### src/rtl/mips_pkg.sv
// ----------------------------------------------------------------------------
// mips_pkg
// Shared definitions for the MIPS memory-access path:
//   - byte_num_e  : access-size encoding produced by the instruction decoder
//   - mem_state_e : states of the mips_mem_access controller
//   - lane_shift  : bit offset of a big-endian byte lane inside a word
// ----------------------------------------------------------------------------
package mips_pkg;

    typedef enum logic [1:0] {
        BN_WORD      = 2'b00,
        BN_HALF      = 2'b01,
        BN_BYTE      = 2'b10,
        BN_UPPER_IMM = 2'b11   // LUI path; never a legal memory access size
    } byte_num_e;

    typedef enum logic [1:0] {
        ST_IDLE,
        ST_RD,
        ST_WR,
        ST_DONE
    } mem_state_e;

    // Big-endian: lane 00 is the most significant byte, so the shift is
    // (3 - lane) * 8, which for a 2-bit lane is simply ~lane * 8.
    function automatic logic [4:0] lane_shift(input logic [1:0] lane);
        return {~lane, 3'b000};
    endfunction

endpackage

### src/rtl/mips_lane_sel.sv
// ----------------------------------------------------------------------------
// mips_lane_sel
// Combinational big-endian lane logic for word / halfword / byte accesses.
//   rd_word_i : word returned by the data memory
//   wdata_i   : store data, sub-word value right-aligned in the low bits
//   bn_i      : access size
//   lane_i    : byte address bits [1:0]
//   load_o    : load result, zero-extended for sub-word sizes
//   merge_o   : rd_word_i with the addressed lane replaced by store data
// Halfwords select on lane_i[1] only and bytes on lane_i[1:0]; any alignment
// policy lives in the controller.
// ----------------------------------------------------------------------------
module mips_lane_sel
    import mips_pkg::*;
(
    input  logic [31:0] rd_word_i,
    input  logic [31:0] wdata_i,
    input  byte_num_e   bn_i,
    input  logic [1:0]  lane_i,
    output logic [31:0] load_o,
    output logic [31:0] merge_o
);

    logic [4:0] byte_sh;

    assign byte_sh = lane_shift(lane_i);

    // NOTE: every output gets a default before the case so no path leaves it
    // unassigned; a missing default would infer a latch.
    always_comb begin
        load_o  = rd_word_i;
        merge_o = rd_word_i;
        case (bn_i)
            BN_WORD: begin
                load_o  = rd_word_i;
                merge_o = wdata_i;
            end
            BN_HALF: begin
                if (!lane_i[1]) begin
                    load_o  = {16'h0000, rd_word_i[31:16]};
                    merge_o = {wdata_i[15:0], rd_word_i[15:0]};
                end else begin
                    load_o  = {16'h0000, rd_word_i[15:0]};
                    merge_o = {rd_word_i[31:16], wdata_i[15:0]};
                end
            end
            BN_BYTE: begin
                load_o  = {24'h000000, 8'(rd_word_i >> byte_sh)};
                merge_o = (rd_word_i & ~(32'h0000_00FF << byte_sh))
                        | ({24'h000000, wdata_i[7:0]} << byte_sh);
            end
            default: begin
                // Upper-immediate never reaches the memory port.
                load_o  = rd_word_i;
                merge_o = rd_word_i;
            end
        endcase
    end

endmodule

### src/rtl/mips_mem_access.sv
// ----------------------------------------------------------------------------
// mips_mem_access
// Memory-side load/store controller between the datapath and a word-wide,
// ack-handshaked data memory. Big-endian word/halfword/byte accesses, loads
// zero-extended, sub-word stores done as read-modify-write.
//
// Parameters:
//   ACK_TIMEOUT : cycles a request may wait for mem_ack before it is aborted
// Build option:
//   MIPS_MEM_ALIGN_CHECK_EN : when defined, misaligned word/halfword accesses
//                             complete with error and never touch memory
// Ports:
//   clk, rst_n          : clock, async active-low reset
//   start               : request strobe, only sampled while busy is low
//   mem_read, mem_write : decoded load / store request
//   byte_number         : access size (see mips_pkg::byte_num_e)
//   addr, wdata         : byte address and store data from the datapath
//   busy                : high from accepted start through the done cycle
//   done, error         : completion pulse and its status
//   rdata               : load result, held until a later load completes
//   mem_req, mem_we     : memory request / write enable, held until mem_ack
//   mem_addr, mem_wdata : word address and full write word
//   mem_rdata, mem_ack  : memory read data and one-cycle acknowledge
// ----------------------------------------------------------------------------
module mips_mem_access
    import mips_pkg::*;
#(
    parameter int unsigned ACK_TIMEOUT = 255
) (
    input  logic        clk,
    input  logic        rst_n,
    input  logic        start,
    input  logic        mem_read,
    input  logic        mem_write,
    input  logic [1:0]  byte_number,
    input  logic [31:0] addr,
    input  logic [31:0] wdata,
    output logic        busy,
    output logic        done,
    output logic        error,
    output logic [31:0] rdata,
    output logic        mem_req,
    output logic        mem_we,
    output logic [29:0] mem_addr,
    output logic [31:0] mem_wdata,
    input  logic [31:0] mem_rdata,
    input  logic        mem_ack
);

    localparam int CNT_W = $clog2(ACK_TIMEOUT + 1);
    localparam logic [CNT_W-1:0] CNT_LAST = CNT_W'(ACK_TIMEOUT - 1);

    mem_state_e       state_q,     state_d;
    logic [29:0]      mem_addr_q,  mem_addr_d;
    logic [1:0]       lane_q,      lane_d;
    byte_num_e        bn_q,        bn_d;
    logic             load_q,      load_d;
    logic             err_q,       err_d;
    logic [31:0]      rdata_q,     rdata_d;
    logic [31:0]      mem_wdata_q, mem_wdata_d;
    logic [CNT_W-1:0] cnt_q,       cnt_d;

    logic [31:0] load_data;
    logic [31:0] merge_data;
    logic        req_illegal;
    logic        req_misaligned;
    byte_num_e   bn_in;

    assign bn_in = byte_num_e'(byte_number);

    // mem_wdata_q holds the raw store data until the RMW read returns, so it
    // doubles as the merge source and no separate wdata register is needed.
    mips_lane_sel u_lane_sel (
        .rd_word_i (mem_rdata),
        .wdata_i   (mem_wdata_q),
        .bn_i      (bn_q),
        .lane_i    (lane_q),
        .load_o    (load_data),
        .merge_o   (merge_data)
    );

    assign req_illegal = (mem_read && mem_write)
                       || ((bn_in == BN_UPPER_IMM) && (mem_read || mem_write));

`ifdef MIPS_MEM_ALIGN_CHECK_EN
    assign req_misaligned = ((bn_in == BN_WORD) && (addr[1:0] != 2'b00))
                          || ((bn_in == BN_HALF) && addr[0]);
`else
    assign req_misaligned = 1'b0;
`endif

    // NOTE: combinational next-state logic uses blocking assignments; only
    // the clocked register block below uses non-blocking ones.
    always_comb begin
        state_d     = state_q;
        mem_addr_d  = mem_addr_q;
        lane_d      = lane_q;
        bn_d        = bn_q;
        load_d      = load_q;
        err_d       = err_q;
        rdata_d     = rdata_q;
        mem_wdata_d = mem_wdata_q;
        cnt_d       = cnt_q;

        case (state_q)
            ST_IDLE: begin
                if (start) begin
                    mem_addr_d  = addr[31:2];
                    lane_d      = addr[1:0];
                    bn_d        = bn_in;
                    load_d      = mem_read;
                    mem_wdata_d = wdata;
                    cnt_d       = '0;
                    err_d       = 1'b0;
                    if (req_illegal || req_misaligned) begin
                        err_d   = 1'b1;
                        state_d = ST_DONE;
                    end else if (!mem_read && !mem_write) begin
                        state_d = ST_DONE;
                    end else if (mem_read || (bn_in != BN_WORD)) begin
                        state_d = ST_RD;   // load, or read half of an RMW
                    end else begin
                        state_d = ST_WR;
                    end
                end
            end

            ST_RD: begin
                if (mem_ack) begin
                    if (load_q) begin
                        rdata_d = load_data;
                        state_d = ST_DONE;
                    end else begin
                        mem_wdata_d = merge_data;
                        cnt_d       = '0;
                        state_d     = ST_WR;
                    end
                end else if (cnt_q == CNT_LAST) begin
                    err_d   = 1'b1;
                    state_d = ST_DONE;
                end else begin
                    cnt_d = cnt_q + CNT_W'(1);
                end
            end

            ST_WR: begin
                if (mem_ack) begin
                    state_d = ST_DONE;
                end else if (cnt_q == CNT_LAST) begin
                    err_d   = 1'b1;
                    state_d = ST_DONE;
                end else begin
                    cnt_d = cnt_q + CNT_W'(1);
                end
            end

            ST_DONE: state_d = ST_IDLE;

            default: state_d = ST_IDLE;
        endcase
    end

    always_ff @(posedge clk or negedge rst_n) begin
        if (!rst_n) begin
            state_q     <= ST_IDLE;
            mem_addr_q  <= '0;
            lane_q      <= '0;
            bn_q        <= BN_WORD;
            load_q      <= 1'b0;
            err_q       <= 1'b0;
            rdata_q     <= '0;
            mem_wdata_q <= '0;
            cnt_q       <= '0;
        end else begin
            state_q     <= state_d;
            mem_addr_q  <= mem_addr_d;
            lane_q      <= lane_d;
            bn_q        <= bn_d;
            load_q      <= load_d;
            err_q       <= err_d;
            rdata_q     <= rdata_d;
            mem_wdata_q <= mem_wdata_d;
            cnt_q       <= cnt_d;
        end
    end

    assign busy      = (state_q != ST_IDLE);
    assign done      = (state_q == ST_DONE);
    assign error     = done && err_q;
    assign mem_req   = (state_q == ST_RD) || (state_q == ST_WR);
    assign mem_we    = (state_q == ST_WR);
    assign mem_addr  = mem_addr_q;
    assign mem_wdata = mem_wdata_q;
    assign rdata     = rdata_q;

endmodule

### config.mk
export PLATFORM = sky130hd
export DESIGN_NAME = mips_mem_access
export DESIGN_NICKNAME = d
export VERILOG_FILES = /design/src/rtl/mips_pkg.sv /design/src/rtl/mips_lane_sel.sv /design/src/rtl/mips_mem_access.sv
export SDC_FILE = /design/constraint.sdc
export NUM_CORES = 1
export LEC_CHECK = 0
export ABC_AREA = 1
export CORE_MARGIN = 2
export CORE_UTILIZATION = 52
export DETAILED_ROUTE_END_ITERATION = 10
export PLACE_DENSITY = 0.91
export SYNTH_ARGS = -nofsm -noshare
export SYNTH_HDL_FRONTEND = slang
export SYNTH_SLANG_ARGS = --single-unit
### constraint.sdc
create_clock -name clk -period 5.2 [get_ports clk]
set_input_delay 0.52 -clock clk [delete_from_list [all_inputs] [get_ports clk]]
set_output_delay 0.52 -clock clk [all_outputs]
set_load 0.01 [all_outputs]
=== Word level (Yosys, flattened, before mapping) ===
Cells that the tools add are included.

* Bitwise logic cells: 4
* Multiplexer cells: 28
* Shifts and indexed selects: 3
* Add/sub/neg operators: 1
* Reductions and logical operators: 24
* Equal/unequal tests: 16

{| class="wikitable"
|+ Operators by type and width
! kind !! number
|-
| $mux 32 || 4
|-
| $pmux 32 s2 || 2
|-
| $pmux 32 s3 || 1
|-
| $mux 8 || 5
|-
| $and 32x32->32 || 1
|-
| $not 32->32 || 1
|-
| $or 32x32->32 || 1
|-
| $shl 8x5->32 || 1
|-
| $shl 8x5->32 const A || 1
|-
| $shr 32x5->8 || 1
|-
| $pmux 8 s3 || 1
|-
| $mux 16 || 1
|-
| $mux 2 || 7
|-
| $ne 2x2->1 const B || 6
|-
| $add 8x1->8 const B || 1
|-
| $eq 2x2->1 const B || 4
|-
| $eq 8x8->1 const B || 1
|-
| $pmux 2 s4 || 1
|-
| $reduce_and 4->1 || 2
|-
| $reduce_bool 2->1 || 4
|-
| $ne 3x3->1 const B || 2
|-
| $reduce_and 6->1 || 1
|-
| $mux 1 || 5
|-
| $reduce_and 5->1 || 1
|-
| 12 further kinds || 21
|}

* Register bits: 110
* Bits of input ports: 104
* Output and inout bits: 99
* Word-level logic and storage cells: 86

=== Logic depth before layout (Yosys ltp) ===
* Depth in word-level cells: 9
* Mapped depth: 12
* Gate-level depth less buffers: 10

=== Hierarchy ===
A second synthesis with hierarchy kept.

* Cell total of the unflattened synthesis: 897
* Area total of the unflattened synthesis: 6739.0 um2

{| class="wikitable"
|+ By module, submodules not included
! module !! cells each !! times used !! area an instance (um2) !! seq. area each (um2)
|-
| mips_mem_access || 528 || 1 || 5165.0 || 2752.6
|-
| mips_lane_sel || 369 || 1 || 1574.0 || 0.0
|}

=== Least setup slack after synthesis ===
OpenSTA, ideal clock, no wires.

* Path kind: flip-flop to flip-flop
* Start: reg state_q[1]
* End: reg cnt_q[3]
* Data required time: 5.117 ns
* Data arrival time: 1.586 ns
* Clock period less this slack: 1.669 ns
* Setup slack: 3.531 ns
* Stages on the path, launching flop included: 9
* Path buffers: 0
* Setup time: 0.083 ns
* Path through: dfrtp_1 > inv_1 > ha_1 > inv_2 > o21ai_2 > nand3_2 > nor2_1 > nand2_1 > o21ai_0

* Longest elaborated chain between the ends: 3
* Elaborated cells on any way between the ends: 9
* Those cells by class: 5 x eq/ne; 1 x mux; 3 x reduce/logical

{| class="wikitable"
|+ RTL lines
! element !! RTL line !! RTL
|-
| start, declared || mips_mem_access.sv:53 || <nowiki>mem_state_e state_q, state_d;</nowiki>
|-
| start signal, assigned || mips_mem_access.sv:175 || <nowiki>state_q <= state_d;</nowiki>
|-
| $eq 2x1->1 (tied with other cells) || mips_mem_access.sv:105 || <nowiki>case (state_q)</nowiki>
|-
| $ne 3x3->1 (no line) (tied with other cells) || -- ||
|-
| $reduce_and 4->1 (no line) || -- ||
|-
| end signal, assigned || mips_mem_access.sv:183 || <nowiki>cnt_q <= cnt_d;</nowiki>
|-
| end, declared || mips_mem_access.sv:61 || <nowiki>logic [CNT_W-1:0] cnt_q, cnt_d;</nowiki>
|}

Parallel ways exist; a longest one is shown, timed or not.
A chain may end at the register's enable or synchronous reset.

=== Final worst setup path ===
* Start: reg state_q[1]
* End: reg mem_wdata_q[31], in the netlist mem_wdata[31]

* Longest elaborated chain between the ends: 3
* Elaborated cells on any way between the ends: 9
* Those cells by class: 5 x eq/ne; 1 x mux; 3 x reduce/logical

{| class="wikitable"
|+ RTL lines
! element !! RTL line !! RTL
|-
| $eq 2x1->1 / $logic_not 2->1 (equally long branches) || mips_mem_access.sv:105 ||
|-
| $ne 2x2->1 (no line) / $reduce_bool 2->1 (equally long branches) || -- ||
|-
| $reduce_and 5->1 (no line) || -- ||
|-
| end signal, assigned || mips_mem_access.sv:182 || <nowiki>mem_wdata_q <= mem_wdata_d;</nowiki>
|-
| end, declared || mips_mem_access.sv:60 || <nowiki>logic [31:0] mem_wdata_q, mem_wdata_d;</nowiki>
|}

Parallel ways exist; a longest one is shown, timed or not.

==> impl_results.md <==
* Run status: finished, final reports clean
* Final number of max-transition violations at 0
* Post-CTS setup-driven buffer insertion count at 0
* Shortest period the worst path allows at 3320 ps
* Worst reg2reg path startpoint: state_q[1]
* Area delta synth->final at 34.4%
* Number of rows in the core area at 41
* Proportion of total power due to net switching at 0.469
* Source of the critical timing path: state_q[1]
* Number of hold-slack violations in the final timing report at 0
* Die Height at 117 µm
* Number of max-cap violations at 0
* Overall power at 0.00538 W
* DRC marker count from the first detailed-route iteration at 759
* Final routed wirelength across all metal layers at 20900 µm
* First-pass GRT wire length at 34500 µm
* CTS tree: yes
* Post-Route Skew at 9.60 ps
* Instance area at placement at 8700 µm²
* Final global-route overflow total at 0
* Startpoint types: register
* Total die area at 13800 µm²
* Combinational fraction of design power at 0.583
* Total internal power at 0.00286 W
* Residual DRC at 0
* Initial antenna violation count at 0
* Most used flip-flop cell after synthesis: dfrtp_1
* Total Routing Usage GR at 0.309
* Dpl hpwl at 15200 µm
* Nets at 1305
* Clk Latency, worst-skew pair at 370 ps
* Crit path DAT at 3610 ps
* Synth top area cells: dfrtp_1 (41%), nand2_1 (27%), nand3_1 (9.4%)
* Maximum level of the CTS H-tree at 3
* Ports at 203
* Synthesized net count at 1138
* Vias at 7298
* Worst-Margin Slew at 1260 ps
* Hold crit path type: in2async
* Final core area utilization at 0.714
* Part of the power in registers at 0.291
* Final worst path period share at 0.638
* ANT cells at 0
* Fraction of synthesized cell area taken by the top area cell type at 0.412
* Core Area at 12600 µm²
* Pre-antenna DRT Iters at 6
* Number of global-route vias before repair at 6892
* Detailed-route wire length per cell at 15.3 µm
* Number of buffers on the longest clock path at 2
* Total Negative Setup Slacks at 0 ps
* Share of cells above drive strength 1 at 0.0418
* FFs w/ async S/R, synth at 1.00
* Number of distinct library cell variants in the gate-level netlist after synthesis at 24
* Largest net degree at the start of global routing at 64
* Tightest slew margin relative to the limit at 0.162
* CTS root buffer: clkbuf_16
* Count of flip-flops with a built-in enable after synthesis at 0
* Post-Synthesis Cells at 1024
* FF+latch count, synth at 110
* Total leakage power at 4.51 nW
* Upper clock frequency limit at 0.301 GHz
* Via count normalized by instance count at 5.34
* Min Hold Slack at 225 ps
* Number of buffers created by CTS at 9
* Switching Power at 0.00252 W
* Clk network pwr share at 0.125
* Number of clock sinks at 110
* Sequential area share after synthesis at 0.412
* Kind of end point of the critical path: register
* Clk slew on worst S/H paths at 70 ps
* Non-Filler Cell Area, Final at 8980 µm²
* Most frequent cells after synthesis: nand2_1 (484), nand3_1 (126), dfrtp_1 (110), nor2_1 (87), inv_1 (53)
* Power per cell area at 599 nW/µm²
* Maximum ir drop on the vdd rail at 0.000321 V
* Final setup violating endpoints at 0
* Final estimated routing congestion in global placement at 0.903
* Maximum fanout along the worst path at 32
* Most instantiated library cell after synthesis: nand2_1
* Unrepaired setup endpoints after global routing: no
* Horizontal die dimension at 117 µm
* Starting Density at 0.531
* Post-cts resize count at 0
* Antenna violation net count after detailed routing at 0
* Fillers at 1024
* Crit Path Class: reg2reg
* Syn avg cell area at 6.52 µm²
* Post-synth top area cell: dfrtp_1
* Hold Buf Count CTS at 0
* Port buffer count at 202
* Yosys Warn Count at 0
* Required time at the worst-slack endpoint at 5490 ps
* Total standard cell area after synthesis at 6680 µm²
## power groups by stage
stage	clock (W)	sequential [W]	combinational, W
floorplan	0	0.00163	0.00180
global placement	0	0.00156	0.00302
detailed placement	0	0.00156	0.00310
CTS	0.000678	0.00156	0.00312
global route	0.000720	0.00161	0.00347
finish	0.000674	0.00157	0.00314
## through the flow
step / cells / setup slack, ps
floorplan: 1024 / 3530
global placement: 1352 / 2020
detailed placement: 1352 / 1980
CTS: 1367 / 1910
global route: 1367 / 1560
finish: 1367 / 1880
## worst max-delay path: stages, from the launching register on
cell,delay (ps)
dfrtp_1,430
inv_1,120
ha_1,580
buf_4,400
inv_4,180
o21ai_2,180
nand3_1,820
nor2_1,350
nand2_1,90
nand2_1,70
## worst paths after layout
path / end / slack, ps / depth (start not counted)
worst min register to register: rdata[18] / 480 / 2
min in group clk: rdata[18] / 480 / 2
worst max-delay path: mem_wdata[31] / 1880 / 9
max in group asynchronous: mem_wdata[25] / 3880 / 2
worst min-delay path: rdata[1] / 220 / 1
worst max register to register: mem_wdata[31] / 1880 / 9
## cells by family (layout without fill, tap and decap cells)
logic type / count (synthesis) / after routing / synth area share
compound gates: 69 / 69 / 0.0558
buf+inv: 114 / 285 / 0.0738
flops: 110 / 110 / 0.412
fa+ha+maj: 10 / 10 / 0.0187
simple gates: 721 / 721 / 0.439
## flip-flops by register name (all words and copies together), names as in the netlist
register,count
rdata,32
bn_q,2
lane_q,2
mem_addr,30
mem_wdata,32
cnt_q,8
load_q,1
err_q,1
state_q,2
## metal layers
| metal | GRT usage | share of wire | up-vias |
|---|---|---|---|
| met5 | 0 | 0 | - |
| met4 | 0.135 | 0.042 | 0 |
| met3 | 0.0749 | 0.11 | 72 |
| met2 | 0.501 | 0.47 | 421 |
| met1 | 0.393 | 0.38 | 3259 |
| li1 | - | - | 3546 |
## placed cells by master, fill, tap and decap left out
cell               n
nor2_4             1
buf_4              7
inv_2              5
clkbuf_16          9
nand4_1            3
nand3b_1           1
a21oi_1           32
inv_1             53
nand3_2            1
nor2_1            87
inv_4              1
nand2_2            1
or2_2             17
nand2_1          484
nand3_1          126
o21ai_0           27
clkdlybuf4s50_1  201
ha_1              10
a22oi_1            8
inv_8              1
dfrtp_1          110
clkinvlp_4         2
o21ai_2            2
inv_6              3
clkinv_1           3
## final cells by class
type                            instances  area, µm²  share of cell area
Multi-Input combinational cell        800       3430               0.382
Sequential cell                       110       2750               0.307
Timing Repair Buffer                  208       2060               0.230
Inverter                               62        235              0.0262
Clock buffer                            9        225              0.0251
Tap cell                              172        215              0.0240
Clock inverter                          6       52.6             0.00585
Note: power is estimated with default switching activity, not from simulation.
